`src/rtl/drum_voice_mixer.sv`:
```
// Polyphonic drum playback: one ROM address counter per voice; the active voices are summed with saturation.
// The mixed sample registers one cycle after sample_tick. There is no backpressure: tick and trig are free-running strobes.
module drum_voice_mixer #(
  parameter int ADDR_W     = 12,
  parameter int LEN0       = 2450,
  parameter int LEN1       = 485,
  parameter int LEN2       = 3210,
  parameter int LEN3       = 728,
  parameter int LEN4       = 2028,
  parameter int GAIN_SHIFT = 1
) (
  input  logic                clk,
  input  logic                rst,
  input  logic                sample_tick,
  input  logic [4:0]          trig,
  input  logic [39:0]         rom_data,
  output logic [5*ADDR_W-1:0] rom_addr,
  output logic [7:0]          sample_out,
  output logic                sample_valid,
  output logic [4:0]          voice_active
);
  localparam int NV = 5;

  function automatic logic [ADDR_W-1:0] last_addr(input int v);
    case (v)
      0:       return ADDR_W'(LEN0);
      1:       return ADDR_W'(LEN1);
      2:       return ADDR_W'(LEN2);
      3:       return ADDR_W'(LEN3);
      default: return ADDR_W'(LEN4);
    endcase
  endfunction

  logic [ADDR_W-1:0] addr_q [NV];
  logic [ADDR_W-1:0] addr_d [NV];
  logic [NV-1:0]     active_q, active_d;
  logic [NV-1:0]     data_ok_q, data_ok_d;
  logic [7:0]        sample_q, sample_d;
  logic              valid_q, valid_d;
  logic signed [10:0] sum, shifted;
  logic [7:0]        mixed;

  // data_ok drops for the cycle after any address move, covering the registered ROM's read latency.
  always_comb begin : voice_next
    for (int i = 0; i < NV; i++) begin
      addr_d[i]    = addr_q[i];
      active_d[i]  = active_q[i];
      data_ok_d[i] = 1'b1;
      if (trig[i]) begin
        addr_d[i]    = '0;
        active_d[i]  = 1'b1;
        data_ok_d[i] = 1'b0;
      end else if (sample_tick && active_q[i]) begin
        data_ok_d[i] = 1'b0;
        if (addr_q[i] == last_addr(i)) begin
          active_d[i] = 1'b0;
          addr_d[i]   = '0;
        end else begin
          addr_d[i] = addr_q[i] + ADDR_W'(1);
        end
      end
    end
  end

  always_comb begin : mix
    sum = '0;
    for (int i = 0; i < NV; i++) begin
      if (active_q[i] && data_ok_q[i]) begin
        sum = sum + ($signed({3'b000, rom_data[8*i +: 8]}) - 11'sd128);
      end
    end
    shifted = sum >>> GAIN_SHIFT;
    if (shifted > 11'sd127) begin
      mixed = 8'd255;
    end else if (shifted < -11'sd128) begin
      mixed = 8'd0;
    end else begin
      mixed = {~shifted[7], shifted[6:0]};
    end
    sample_d = sample_tick ? mixed : sample_q;
    valid_d  = sample_tick;
  end

  always_ff @(posedge clk) begin
    if (rst) begin
      for (int i = 0; i < NV; i++) addr_q[i] <= '0;
      active_q  <= '0;
      data_ok_q <= '0;
      sample_q  <= 8'd128;
      valid_q   <= 1'b0;
    end else begin
      for (int i = 0; i < NV; i++) addr_q[i] <= addr_d[i];
      active_q  <= active_d;
      data_ok_q <= data_ok_d;
      sample_q  <= sample_d;
      valid_q   <= valid_d;
    end
  end

  for (genvar g = 0; g < NV; g++) begin : g_addr
    assign rom_addr[g*ADDR_W +: ADDR_W] = addr_q[g];
  end

  assign voice_active = active_q;
  assign sample_out   = sample_q;
  assign sample_valid = valid_q;
endmodule

```
`config.mk`:
```
export PLATFORM = sky130hd
export DESIGN_NAME = drum_voice_mixer
export DESIGN_NICKNAME = d
export VERILOG_FILES = /design/src/rtl/drum_voice_mixer.sv
export SDC_FILE = /design/constraint.sdc
export NUM_CORES = 1
export LEC_CHECK = 0
export CAP_MARGIN = 5
export CORE_MARGIN = 1
export CORE_UTILIZATION = 43
export CTS_CLUSTER_SIZE = 28
export DETAILED_ROUTE_END_ITERATION = 12
export PLACE_DENSITY = 0.69
export SETUP_SLACK_MARGIN = 0.5
export SYNTH_ARGS = -nofsm -noshare
export SYNTH_HDL_FRONTEND = slang
export SYNTH_SLANG_ARGS = --single-unit
```
`constraint.sdc`:
```
create_clock -name clk -period 14.27 [get_ports clk]
set_input_delay 1.427 -clock clk [delete_from_list [all_inputs] [get_ports clk]]
set_output_delay 1.427 -clock clk [all_outputs]
set_load 0.01 [all_outputs]
```
==> out/metrics.cfg <==
[synthesis]
async_flop_share_pct = 0
synth_compound_area_share_pct = 17.8
synth_edf_count = 0
synth_area_um2 = 5800
synth-adder-area-share_pct = 11.3
syn-num-nets = 825
syn_area_per_cell_um2 = 7.97
ys_ff_latch = 79
yosysWarnings = 0
synth_cells = 727
yosysSeqAreaShare_pct = 27.3
ys_types = 74
muxShareOfSynthArea_pct = 2.42
ys.flop_type = dfxtp_1
synth_xor_area_share_pct = 11.0
synth_top_family_by_area = simple AND/OR/NAND/NOR gates
yosys.area_share.simple_pct = 26.2

[timing]
hold_ws_ps = 495
finClkSkew_ps = 5.39
slew_headroom_pct = 17.9
slew_violations = 0
fin_crit_ps = 7940
setup_viol = 0
max_freq_mhz = 126
hold_viol = 0
timing.final.crit_share_pct = 55.6
fin_ws_ps = 6330
worst_slew_pin_slew_ps = 1220
rsz0062_at_grt = no
tns_ps = 0

[layout]
area_growth_pct = 28.1
ff_latch_area_um2 = 1580
num-fill-cells = 1218
diodes = 0
multiInputGateArea_um2 = 3980
final_nets = 937
layout-drive-gt1-share_pct = 5.57
mostFrequentLayoutCell = clkdlybuf4s50_1
layout_common_cells = clkdlybuf4s50_1, nor2_1, dfxtp_1, nand2_1, ha_1

[worst_setup_path]
worstSetupStartpointType = input pin
startpoint = rom_data[0]
cp_slowest_stage_delay_ps = 420
path_max_fanout = 8
required_ps = 14480
worstSetupEndpointType = flip-flop
arrival_ps = 8150
path_class = input pin to flip-flop
timing.rr.start = voice_active[0]
slowest_stage = fa_1

[die]
pin_count = 122
num_rows = 42
die-height_um = 118
die_area_um2 = 13900
core_um2 = 13200
die_x_um = 118
initial_utilization_pct = 43.9

[routing]
remaining_drc_errors = 0
drtIter0Drc = 290
ant_nets = 0
vias = 5544
postRouteWirelength_um = 15100
drtPass1Iterations = 5
via_per_inst = 5.44
detail_route.wl_per_cell_um = 14.8

[placed_design]
place.gp.congestion = 0.939
pre_cts_slack_ps = 5990
port_buffers = 121
dp_hpwl_um = 11800

[clock_tree]
clk_pin_slew_ps = 60
htreeDepth = 3
numCtsBuffers = 9
cts_resized = 0
hold_buffers = 0
root_buffer = clkbuf_16
cts_tree = built
cts_sinks = 79
cts_buffer_depth = 2
post_cts_buffers = 0
clk_latency_ps = 330

[min_path]
hold_start = sample_out[7]
hold_path_class = flip-flop to flip-flop

[power]
peakVddDrop_uv = 64.9
p_per_area_nw_per_um2 = 78.9
leakagePower_nw = 2.81

[grt]
grt-ovfl-total = 0
antenna_found_initial = 0
grt_pass1_vias = 5366
grt_pass1_wl_um = 25000
grt.total_usage_pct = 21.7
grt_start_max_net_pins = 29

[run]
maxCapViolCount = 0

[status]
status = finished, final reports clean

-- path summary, 6_finish.rpt --
check / endpoint / slack, ps / cells past startpoint
worst max-delay path: sample_out[6] / 6330 / 31
worst max register to register: sample_out[6] / 7270 / 28
worst min-delay path: sample_out[7] / 500 / 2
worst min register to register: sample_out[7] / 500 / 2
-- state kept, by name, summed over array words and instances, names as in the netlist --
| signal | cells |
|---|---|
| voice_active | 5 |
| addr_q | 60 |
| data_ok_q | 5 |
| sample_valid | 1 |
| sample_out | 8 |
-- power by group --
group          internal, mW  leakage, nW  switching, mW  total (mW)
clock                 0.136        0.135         0.0904       0.227
combinational        0.0597         2.04         0.0677       0.127
sequential            0.226        0.642        0.00574       0.231
total                 0.422         2.81          0.164       0.585
-- synthesized netlist by cell type, types with 19 or more instances --
cell,n,area (um^2)
nor2_1,111,417
dfxtp_1,79,1580
nand2_1,65,244
ha_1,46,576
xor2_1,37,324
o21ai_0,34,170
a21oi_1,33,165
inv_1,33,124
xnor2_1,33,289
nand3_1,30,150
nor3_1,23,115
and3_1,19,119
-- layer usage --
layer | GRT usage (%) | share of wire [%] | vias to the layer above
met2 | 36.2 | 46 | 131
met5 | 0 | 0 | -
met3 | 4.89 | 5.0 | 29
met4 | 7.45 | 2.1 | 0
met1 | 27.3 | 46 | 2592
li1 | - | - | 2792
-- cell type report --
class	instances	area share [%]
Sequential cell	79	21.3
Clock inverter	6	0.944
Clock buffer	10	3.08
Tap cell	176	2.97
Inverter	33	1.67
Multi-Input combinational cell	594	53.6
Timing Repair Buffer	122	16.4
-- per-stage QoR --
step | instances | power, mW | cell area [um^2] | utilization (%)
final | 1020 | 0.585 | 7420 | 56.3
after CTS | 1020 | 0.591 | 7420 | 56.3
after global routing | 1020 | 0.615 | 7420 | 56.3
after global placement | 1004 | 0.359 | 7130 | 54.0
after detailed placement | 1004 | 0.362 | 7130 | 54.0
after floorplan | 727 | 0.320 | 5800 | -
-- kinds of logic after synthesis --
group,Yosys count
AO/OA/AOI/OAI,146
XOR/XNOR,71
flip-flops,79
multiplexers,13
buffers and inverters,54
adder cells (fa/ha/maj),50
AND/OR/NAND/NOR,314
-- critical path: cells and delay by family --
family          cells  cell delay (ps)
xor+xnor            3              690
buf+inv             4              610
compound gates     14             2930
fa+ha+maj           5             1610
simple gates        5              860
No activity file was read; power rests on OpenSTA's default activity.
